$ cat src/rtl/alib_ram_rd_stream.sv
// rtl/alib_ram_rd_stream.sv - RAM read initiator emitting a valid/ready word stream (optional ALIB_RAM_RD_STREAM_STRIDE_EN)
module alib_ram_rd_stream #(
    parameter int DATA_WIDTH = 8,
    parameter int DEPTH      = 1024,
    parameter int ADDR_WIDTH = $clog2(DEPTH - 1)
) (
    input  logic                  clk,
    input  logic                  rst,
    input  logic                  start,
    input  logic [ADDR_WIDTH-1:0] base_addr,
    input  logic [ADDR_WIDTH:0]   length,
`ifdef ALIB_RAM_RD_STREAM_STRIDE_EN
    input  logic [ADDR_WIDTH-1:0] stride,
`endif
    output logic                  busy,
    output logic                  done,
    output logic [ADDR_WIDTH-1:0] ram_addr,
    output logic                  ram_en,
    input  logic [DATA_WIDTH-1:0] ram_dout,
    output logic [DATA_WIDTH-1:0] m_data,
    output logic                  m_valid,
    output logic                  m_last,
    input  logic                  m_ready
);

    typedef enum logic [1:0] {IDLE, RUN, FIN} state_t;

    localparam logic [ADDR_WIDTH:0] DEPTH_W = (ADDR_WIDTH + 1)'(DEPTH);

    state_t                  state;
    logic [ADDR_WIDTH:0]     len_q;
    logic [ADDR_WIDTH:0]     issued;
    logic                    inflight;
    logic                    inflight_last;
    logic [1:0]              fifo_count;
    logic [DATA_WIDTH-1:0]   slot1_data;
    logic                    slot1_last;
    logic [ADDR_WIDTH-1:0]   step;

`ifdef ALIB_RAM_RD_STREAM_STRIDE_EN
    logic [ADDR_WIDTH-1:0]   step_q;
    assign step = step_q;
`else
    assign step = ADDR_WIDTH'(1);
`endif

    logic                    pop;
    logic                    push;
    logic                    issue;
    logic [2:0]              occ;
    logic [1:0]              count_next;
    logic [ADDR_WIDTH:0]     issued_next;
    logic                    run_end;
    logic [ADDR_WIDTH:0]     addr_sum;
    logic [ADDR_WIDTH-1:0]   addr_next;

    // Issue/occupancy bookkeeping: a read may only be launched if its word is guaranteed a FIFO slot
    always_comb begin
        pop         = m_valid && m_ready;
        push        = inflight;
        occ         = {1'b0, fifo_count} + {2'b00, inflight};
        issue       = (state == RUN) && (issued < len_q) && (occ < (pop ? 3'd3 : 3'd2));
        count_next  = fifo_count + {1'b0, push} - {1'b0, pop};
        issued_next = issued + {{ADDR_WIDTH{1'b0}}, issue};
        // Finish as soon as the post-edge state is drained so done lands the cycle after the last beat
        run_end     = (issued_next == len_q) && !issue && (count_next == 2'd0);
        addr_sum    = {1'b0, ram_addr} + {1'b0, step};
        addr_next   = (addr_sum >= DEPTH_W) ? ADDR_WIDTH'(addr_sum - DEPTH_W)
                                            : ADDR_WIDTH'(addr_sum);
    end

    // Control FSM with registered status outputs and the RAM address walker
    always_ff @(posedge clk) begin
        if (rst) begin
            state         <= IDLE;
            busy          <= 1'b0;
            done          <= 1'b0;
            ram_en        <= 1'b0;
            ram_addr      <= '0;
            len_q         <= '0;
            issued        <= '0;
            inflight      <= 1'b0;
            inflight_last <= 1'b0;
`ifdef ALIB_RAM_RD_STREAM_STRIDE_EN
            step_q        <= '0;
`endif
        end else begin
            inflight      <= issue;
            inflight_last <= issue && (issued_next == len_q);
            case (state)
                IDLE: begin
                    done <= 1'b0;
                    if (start) begin
                        len_q    <= length;
                        ram_addr <= base_addr;
                        issued   <= '0;
`ifdef ALIB_RAM_RD_STREAM_STRIDE_EN
                        step_q   <= stride;
`endif
                        busy     <= 1'b1;
                        if (length != '0) begin
                            state  <= RUN;
                            ram_en <= 1'b1;
                        end else begin
                            state  <= FIN;
                            done   <= 1'b1;
                        end
                    end
                end
                RUN: begin
                    if (issue) begin
                        ram_addr <= addr_next;
                        issued   <= issued_next;
                    end
                    if (run_end) begin
                        state  <= FIN;
                        ram_en <= 1'b0;
                        done   <= 1'b1;
                    end
                end
                FIN: begin
                    state <= IDLE;
                    busy  <= 1'b0;
                    done  <= 1'b0;
                end
                default: begin
                    state  <= IDLE;
                    busy   <= 1'b0;
                    done   <= 1'b0;
                    ram_en <= 1'b0;
                end
            endcase
        end
    end

    // Two-entry output FIFO; the head entry drives the stream directly so it holds under stall
    always_ff @(posedge clk) begin
        if (rst) begin
            fifo_count <= '0;
            m_valid    <= 1'b0;
            m_data     <= '0;
            m_last     <= 1'b0;
            slot1_data <= '0;
            slot1_last <= 1'b0;
        end else begin
            fifo_count <= count_next;
            m_valid    <= (count_next != 2'd0);
            case ({push, pop})
                2'b10: begin
                    if (fifo_count == 2'd0) begin
                        m_data <= ram_dout;
                        m_last <= inflight_last;
                    end else begin
                        slot1_data <= ram_dout;
                        slot1_last <= inflight_last;
                    end
                end
                2'b01: begin
                    m_data <= slot1_data;
                    m_last <= slot1_last;
                end
                2'b11: begin
                    if (fifo_count == 2'd1) begin
                        m_data <= ram_dout;
                        m_last <= inflight_last;
                    end else begin
                        m_data     <= slot1_data;
                        m_last     <= slot1_last;
                        slot1_data <= ram_dout;
                        slot1_last <= inflight_last;
                    end
                end
                default: ;
            endcase
        end
    end

endmodule

$ cat config.mk
export PLATFORM = sky130hd
export DESIGN_NAME = alib_ram_rd_stream
export DESIGN_NICKNAME = d
export VERILOG_FILES = /design/src/rtl/alib_ram_rd_stream.sv
export SDC_FILE = /design/constraint.sdc
export NUM_CORES = 1
export LEC_CHECK = 0
export BUFFER_PORTS_ARGS = -buffer_cell sky130_fd_sc_hd__buf_2
export CORE_UTILIZATION = 50
export DETAILED_ROUTE_END_ITERATION = 16
export PLACE_DENSITY = 0.73
export SLEW_MARGIN = 20
export SYNTH_ARGS = -nofsm -noshare
export SYNTH_HDL_FRONTEND = slang
export SYNTH_SLANG_ARGS = --single-unit
$ cat constraint.sdc
create_clock -name clk -period 5.85 [get_ports clk]
set_input_delay 1.17 -clock clk [delete_from_list [all_inputs] [get_ports clk]]
set_output_delay 1.17 -clock clk [all_outputs]
set_load 0.01 [all_outputs]
Word-level counts from Yosys, hierarchy flattened
Index checks and enable logic that the tools add are counted.
Widths: inputs -> output; s select.
- flip-flop bits (word level): 60
- output and inout bits: 23
- add/subtract/negate cells: 6
- order comparisons: 3
- eq/ne operators: 14
- muxes and demuxes: 34
- bitwise logic cells: 2
- reduce and logical (&&, ||, !) cells: 22
- operators by type and width (kind ; number):
    $mux 8 ; 4
    $mux 10 ; 3
    $pmux 8 s3 ; 1
    $mux 11 ; 2
    $pmux 11 s2 ; 1
    $pmux 10 s2 ; 1
    $pmux 8 s2 ; 1
    $ne 2x2->1 const B ; 7
    $mux 1 ; 12
    $add 10x1->11 const B ; 1
    $add 11x1->11 ; 1
    $eq 11x11->1 ; 1
    $ge 11x11->1 const B ; 1
    $lt 11x11->1 ; 1
    $reduce_bool 11->1 ; 1
    $sub 10x1->10 const B ; 1
    $reduce_and 2->1 ; 4
    $eq 2x1->1 const B ; 3
    $eq 2x2->1 const B ; 3
    $logic_and 1x1->1 ; 6
    $logic_not 2->1 ; 3
    $mux 2 ; 3
    $pmux 1 s2 ; 3
    $pmux 1 s3 ; 2
    11 further kinds ; 15

Depth between registers and ports, before layout
Gate-level depths: netlist (run 1).
- depth after elaboration: 10
- gate-level depth with buffers: 16
- depth with buffers taken out: 15

Least setup slack after synthesis (run 1)
OpenSTA, ideal clock, no wires.
- path kind: input port to flip-flop
- start point: input m_ready
- end point: register state[0]
- data arrival time: 3411 ps
- data required time: 5733 ps
- setup slack: 2321 ps
- stages: 14
- cell sequence: nand2_1 > o21ai_0 > and3_1 > o21ai_2 > inv_2 > buf_6 > ha_1 > ha_1 > nand4_4 > nor2_1 > nand2_1 > o311ai_2 > nand4_2 > a32o_1
- longest elaborated chain between the ends: 10
- ends and longest elaborated chain (element ; line ; text):
    from (decl) ; 23 ; input logic m_ready
    $logic_and 1x1->1 * ; 59 ; pop = m_valid && m_ready;
    $mux 1 * ; 62 ; issue = (state == RUN) && (issued < len_q) && (occ < (pop ? 3'd3 : 3'd2));
    $lt 3x2->1 * ; 62 ;
    $logic_and 1x1->1 * ; 62 ;
    net issue ; 49 ; logic issue;
    $add 11x1->11 ; 64 ; issued_next = issued + {{ADDR_WIDTH{1'b0}}, issue};
    $eq 11x11->1 ; 66 ; run_end = (issued_next == len_q) && !issue && (count_next == 2'd0);
    $logic_and 1x1->1 * (2 in series) ; 66 ;
    $ne 2x2->1 (no source line) * ; - ;
    $reduce_and 2->1 (no source line) * ; - ;
    to (signal assigned) ; 75 ; state <= IDLE;
    to (signal assigned) ; 102 ; state <= RUN;
    to (signal assigned) ; 105 ; state <= FIN;
    to (decl) ; 30 ; state_t state;
The timed path passes the listed nets; every way through them passes the cells marked *.
A chain may end at the register's enable or synchronous reset.

Final worst setup path (run 1)
- start point: register len_q[9]
- end point: register state[0]
- longest elaborated chain between the ends: 9
- ends and longest elaborated chain (element ; line ; text):
    from (decl) ; 31 ; logic [ADDR_WIDTH:0] len_q;
    from (signal assigned) ; 94 ; len_q <= length;
    $lt 11x11->1 ; 62 ;
    $logic_and 1x1->1 (2 in series) ; 62 ;
    $add 11x1->11 ; 64 ;
    $eq 11x11->1 ; 66 ;
    $logic_and 1x1->1 * (2 in series) ; 66 ;
    $ne 2x2->1 (no source line) * ; - ;
    $reduce_and 2->1 (no source line) * ; - ;
Mark *: on every way between the ends. The rest lies on a longest branch, timed or not.

==> qor.yml, run 1 <==
n_antenna_cell: 0
clock_path_buffers: 2
ys_top_cells_by_area: "dfxtp_1, ha_1, a21oi_1, mux2i_1, nand2_1"
synth_seq_cells: 60
hpwlAfterDp_mm: 5.56
syn_nets: 448
drive_gt1_share_pct: 20.0
root_buffer: "clkbuf_8"
grt_setup_unrepaired: "no"
drtIter0Drc: 204
rr_endpoint: "state[0]$_SDFFE_PP0P_"
yosys.area.top_type: "dfxtp_1"
fin_nets: 497
synth_area_um2: 3330
cts_made_buffers: 9
io_pins: 56
core_area_um2: 6390
powerDensity_nw_per_um2: 329
gp_congestion: 0.840
htree_levels: 3
die_w_um: 83.6
clkTransAtPathRegs_ns: 0.06
r2r_cells: 15
firstDrtPassIters: 5
cp_slowest_cell: "dfxtp_1"
fin_crit_sh_pct: 67.4
path_delay_family: "compound AO/OA/AOI/OAI gates"
setup_viol: 0
synth-async-reset-ratio_pct: 0
finalHoldViolCount: 0
ys_seq_area_share_pct: 36.1
vias: 3044
layout_min_cycle_time_ns: 3.95
cts_setup_buffers: 0
synth_top_area_share_pct: 36.1
holdPathEnd: "busy$_SDFFE_PP0P_"
crit_arrival_ns: 4.18
holdCritStartpoint: "busy$_SDFFE_PP0P_"
cts_sinks: 60
max_freq_mhz: 253
postCtsHoldBufs: 0
clock_insertion_delay_worst_skew_ns: 0.34
path_cells: "inv_1 > ha_1 > and3_1 > o21ai_0 > and3_1 > o21ai_2 > inv_2 > ha_1 > ha_1 > nand4_4 > nor2_1 > nand2_1 > o311ai_2 > nand4_2 > a32o_1"
wl_per_cell_um: 14.7
drtAntennaViolNets: 0
cts.repair.resized: 0
finalMaxSlewViolations: 0
placementRows: 29
antenna_found_initial: 0
totalWireLength_mm: 7.77
total_power_mw: 1.25
r2r_slack_ns: 1.90
grt_max_degree: 61
fp.dieH_um: 83.6
io_buffers: 55
synth_cell_types: 56
critPathMaxFanout: 17
start_util_pct: 52.2
required_ns: 6.08
avgSynthCellArea_um2: 8.37
cpMostUsedCell: "ha_1"
r2r-start: "len_q[9]$_SDFFE_PP0P_"
slew_headroom_pct: 45.4
max-cap-violations: 0
ir_drop_v: 0.000241
viasPerCell: 5.77
grt_pass1_vias: 2792
final_common_cell: "dfxtp_1"
cpPeakStageDelay_ns: 0.39
outcome: "finished clean"
synth-edff-count: 0
syn_inst: 398
grt_first_pass_wirelength_mm: 13.2
ys.flop_type: "dfxtp_1"
drc: 0
min_path_type: "flop to flop"
cp-start-kind: "flop"
grt_usage_pct: 23.4
gr-total-overflow: 0
p_leak_nw: 1.74
tns_ns: 0
tightestPinTransition_ns: 0.817
die_area_um2: 6990
crit_type: "flop to flop"
final_cell_mix: "dfxtp_1, buf_2, nand2_1"
ys_warn_count: 0
crit_buf_inv: 2
crit_path_end_kind: "flop"
cts_tree: "done"
finalClockSkew_ns: 0.00881
hold-path-cell-count: 2
area_growth_pct: 14.0
## cells in the mapped netlist, types with 4 or more instances
| library cell | n |
|---|---|
| dfxtp_1 | 60 |
| a311oi_1 | 6 |
| nand3_1 | 5 |
| a211oi_1 | 11 |
| nor2b_1 | 4 |
| o21ai_0 | 14 |
| and3_1 | 9 |
| clkbuf_1 | 15 |
| a22oi_1 | 7 |
| o32ai_1 | 8 |
| nor2_1 | 43 |
| nand2b_1 | 4 |
| nand2_1 | 45 |
| buf_2 | 5 |
| a21oi_1 | 39 |
| ha_1 | 17 |
| nor3_1 | 6 |
| xor2_1 | 7 |
| inv_1 | 17 |
| xnor2_1 | 10 |
| mux2i_1 | 18 |
## metal layers
metal / track usage, % / vias to the layer above / wire [um]
met5: 0 / - / 0
met4: 9.55 / 0 / 166
met3: 4.75 / 14 / 356
met2: 38.3 / 86 / 3790
met1: 30.0 / 1417 / 3460
li1: - / 1527 / -
## through the flow
| stage | area (um^2) | hold slack (ns) | instances | utilization (%) | setup slack (ns) |
|---|---|---|---|---|---|
| 3_5_place_dp | 3640 | 0.455 | 513 | 57.1 | 1.76 |
| 2_1_floorplan | 3330 | 0.456 | 398 | - | 2.32 |
| 3_3_place_gp | 3640 | 0.453 | 513 | 57.1 | 1.83 |
| 6_report | 3800 | 0.465 | 528 | 59.5 | 1.90 |
| 4_1_cts | 3790 | 0.469 | 528 | 59.4 | 1.97 |
| 5_1_grt | 3800 | 0.498 | 528 | 59.5 | 1.68 |
## worst max-delay path by stage
stage / startpoint / endpoint / cells past startpoint
2_1_floorplan: m_ready / state[0]$_SDFFE_PP0P_ / 14
3_3_place_gp: m_ready / state[0]$_SDFFE_PP0P_ / 14
3_5_place_dp: m_ready / state[0]$_SDFFE_PP0P_ / 14
4_1_cts: len_q[9]$_SDFFE_PP0P_ / state[0]$_SDFFE_PP0P_ / 15
5_1_grt: len_q[2]$_SDFFE_PP0P_ / state[0]$_SDFFE_PP0P_ / 15
6_report: len_q[9]$_SDFFE_PP0P_ / state[0]$_SDFFE_PP0P_ / 15
## final cells by class
| cell class | instances | area, um^2 |
|---|---|---|
| inverters | 19 | 71.3 |
| flip-flops and latches | 60 | 1200 |
| repair buffers | 60 | 313 |
| well taps | 77 | 96.3 |
| clock inverters | 3 | 15.0 |
| clock buffers | 12 | 135 |
| fillers | 605 | 2590 |
| multi-input cells | 297 | 1970 |
## power by group
group	leakage [nW]	switching [mW]	internal (mW)	total, mW
Clock	0.0800	0.152	0.149	0.301
Combinational	1.17	0.260	0.173	0.433
Sequential	0.490	0.0461	0.468	0.514
## flip-flops by register name (all words and copies together) (netlist names), 2 cells and up
register,flops
slot1_data,8
m_data,8
len_q,11
state,2
ram_addr,10
fifo_count,2
issued,11
## logic make-up after synthesis
kind of cell / Yosys count / share of synthesized area [%]
flip-flops: 60 / 36.1
XOR/XNOR: 18 / 5.15
buffers and inverters: 41 / 5.03
AND/OR/NAND/NOR: 136 / 20.3
adder cells (fa/ha/maj): 17 / 6.39
multiplexers: 18 / 5.41
AO/OA/AOI/OAI: 108 / 21.6
## worst reg2reg max path: cells and delay by family, from the launching register on
| kind | cells | cell delay (ns) |
|---|---|---|
| AOI/OAI and AO/OA | 4 | 1.13 |
| and+or+nand+nor | 6 | 1.02 |
| adders and majority gates | 3 | 0.94 |
| DFF | 1 | 0.39 |
| buffers and inverters | 2 | 0.37 |
Note: power is estimated with default switching activity, not from simulation.
==> run 2, diff against run 1 <==
--- a/config.mk
+++ b/config.mk
@@ -8,7 +8,7 @@
 export BUFFER_PORTS_ARGS = -buffer_cell sky130_fd_sc_hd__buf_2
 export CORE_UTILIZATION = 50
 export DETAILED_ROUTE_END_ITERATION = 16
-export PLACE_DENSITY = 0.73
+export PLACE_DENSITY = 0.76
 export SLEW_MARGIN = 20
 export SYNTH_ARGS = -nofsm -noshare
 export SYNTH_HDL_FRONTEND = slang
==> constraint.sdc (replaced) <==
create_clock -name clk -period 3.55 [get_ports clk]
set_input_delay 0.71 -clock clk [delete_from_list [all_inputs] [get_ports clk]]
set_output_delay 0.71 -clock clk [all_outputs]
set_load 0.01 [all_outputs]
==> qor.yml, run 2 (synthesis results as in run 1) <==
outcome: "finished clean"
drc: 0
die_area_um2: 6990
drtIter0Drc: 198
io_buffers: 55
finalClockSkew_ns: 0.00549
grt_usage_pct: 23.6
finalMaxSlewViolations: 0
fin_crit_sh_pct: 94.3
finalHoldViolCount: 0
setup_viol: 0
rr_endpoint: "state[0]$_SDFFE_PP0P_"
holdPathEnd: "busy$_SDFFE_PP0P_"
ir_drop_v: 0.000419
whs_ns: 0.471
layout_min_cycle_time_ns: 3.35
area_growth_pct: 16.8
gp_congestion: 0.929
htree_levels: 3
drive_gt1_share_pct: 21.3
r2r_cells: 15
cts_tree: "done"
pwr-share-clk_pct: 28.9
r2r_slack_ns: 0.20
cp-start-kind: "flop"
fin_nets: 502
cpPeakStageDelay_ns: 0.40
gr-total-overflow: 0
p_sw_mw: 0.774
top_regs: "issued x11, len_q x11, ram_addr x10"
totalWireLength_mm: 7.95
antenna_found_initial: 0
clock_insertion_delay_worst_skew_ns: 0.35
cp_slowest_cell: "dfxtp_1"
grt_max_degree: 38
slew_headroom_pct: 43.5
firstDrtPassIters: 4
grt_first_pass_wirelength_mm: 13.5
p_sw_share_pct: 34.9
io_pins: 56
hpwlAfterDp_mm: 5.53
p_int_mw: 1.44
fp.dieH_um: 83.6
pwr-share-comb_pct: 33.0
critPathMaxFanout: 7
grt_setup_unrepaired: "no"
powerDensity_nw_per_um2: 570
p_leak_nw: 1.79
placed_area_um2: 3680
max-cap-violations: 0
die_w_um: 83.6
wl_per_cell_um: 14.9
required_ns: 3.79
placementRows: 29
hold-path-cell-count: 2
drtAntennaViolNets: 0
clkTransAtPathRegs_ns: 0.06
final_cell_mix: "dfxtp_1, buf_2, nand2_1"
power_frac_seq_pct: 38.1
final_common_cell: "dfxtp_1"
grt_pass1_vias: 2946
max_freq_mhz: 299
root_buffer: "clkbuf_8"
clock_path_buffers: 2
postCtsHoldBufs: 0
tightestPinTransition_ns: 0.846
final_cell_area_um2: 3890
setup_slack_ns: 0.203
viasPerCell: 5.69
tns_ns: 0
n_antenna_cell: 0
core_area_um2: 6390
crit_path_end_kind: "flop"
holdCritStartpoint: "busy$_SDFFE_PP0P_"
cts_made_buffers: 9
crit_type: "flop to flop"
r2r-start: "len_q[2]$_SDFFE_PP0P_"
min_path_type: "flop to flop"
pre_cts_ws_ns: 0.287
start_util_pct: 52.2
cts_sinks: 60
vias: 3035
crit_arrival_ns: 3.58
path_cells: "inv_1 > ha_1 > a21oi_1 > o21ai_1 > a21oi_1 > o21ai_2 > inv_2 > ha_1 > ha_2 > nand4_4 > nor2_1 > nand2_1 > o311ai_2 > nand4_2 > a32o_1"
[run 2: layout make-up]
cell class / instances / area [um^2]
clock buffer: 14 / 173
multi-input combinational: 297 / 1970
timing repair buffer: 65 / 350
tap: 77 / 96.3
fill: 571 / 2500
sequential: 60 / 1200
clock inverter: 1 / 30.0
inverter: 19 / 71.3
[run 2: metal layers]
layer  global-route usage (%)  routed length [um]  vias to the layer above  share of wire (%)
li1                         -                   -                     1533                  -
met1                     30.4                3610                     1398                 45
met2                     39.6                3770                       91                 47
met3                     3.17                 448                       13                5.6
met4                     9.71                 117                        0                1.5
met5                        0                   0                        -                  0
[run 2: repair_timing]
item,4_1_cts,5_1_grt
setup buffers,0,0
endpoints found under the hold margin,0,0
resized for setup,0,1
setup endpoints to repair,0,1
[run 2: how the worst max path moves through the flow]
stage | startpoint | endpoint | slack [ns]
after floorplan | issued[2]$_SDFFE_PP0P_ | state[0]$_SDFFE_PP0P_ | 0.40
after global placement | m_ready | state[0]$_SDFFE_PP0P_ | 0.43
after detailed placement | len_q[2]$_SDFFE_PP0P_ | state[0]$_SDFFE_PP0P_ | 0.29
after CTS | len_q[2]$_SDFFE_PP0P_ | state[0]$_SDFFE_PP0P_ | 0.23
after global routing | len_q[2]$_SDFFE_PP0P_ | state[0]$_SDFFE_PP0P_ | 0.04
final | len_q[2]$_SDFFE_PP0P_ | state[0]$_SDFFE_PP0P_ | 0.20
[run 2: power groups by stage]
stage	registers, mW	clock network (mW)	logic, mW
after floorplan	0.878	0	0.496
after global placement	0.857	0	0.708
after detailed placement	0.859	0	0.728
after CTS	0.845	0.646	0.731
after global routing	0.860	0.677	0.820
final	0.846	0.641	0.732
[run 2: stage by stage]
step                      power (mW)  cells  util (%)
final                           2.22    533      60.9
after global routing            2.36    533      60.9
after CTS                       2.22    533      60.8
after detailed placement        1.59    518      57.6
after global placement          1.56    518      57.6
after floorplan                 1.37    398         -
[run 2: critical path: cells and delay by family, from the launching register on]
family | cells | cell delay (ns)
compound gates | 6 | 1.20
fa+ha+maj | 3 | 0.83
buf+inv | 2 | 0.17
flops | 1 | 0.40
simple gates | 4 | 0.63
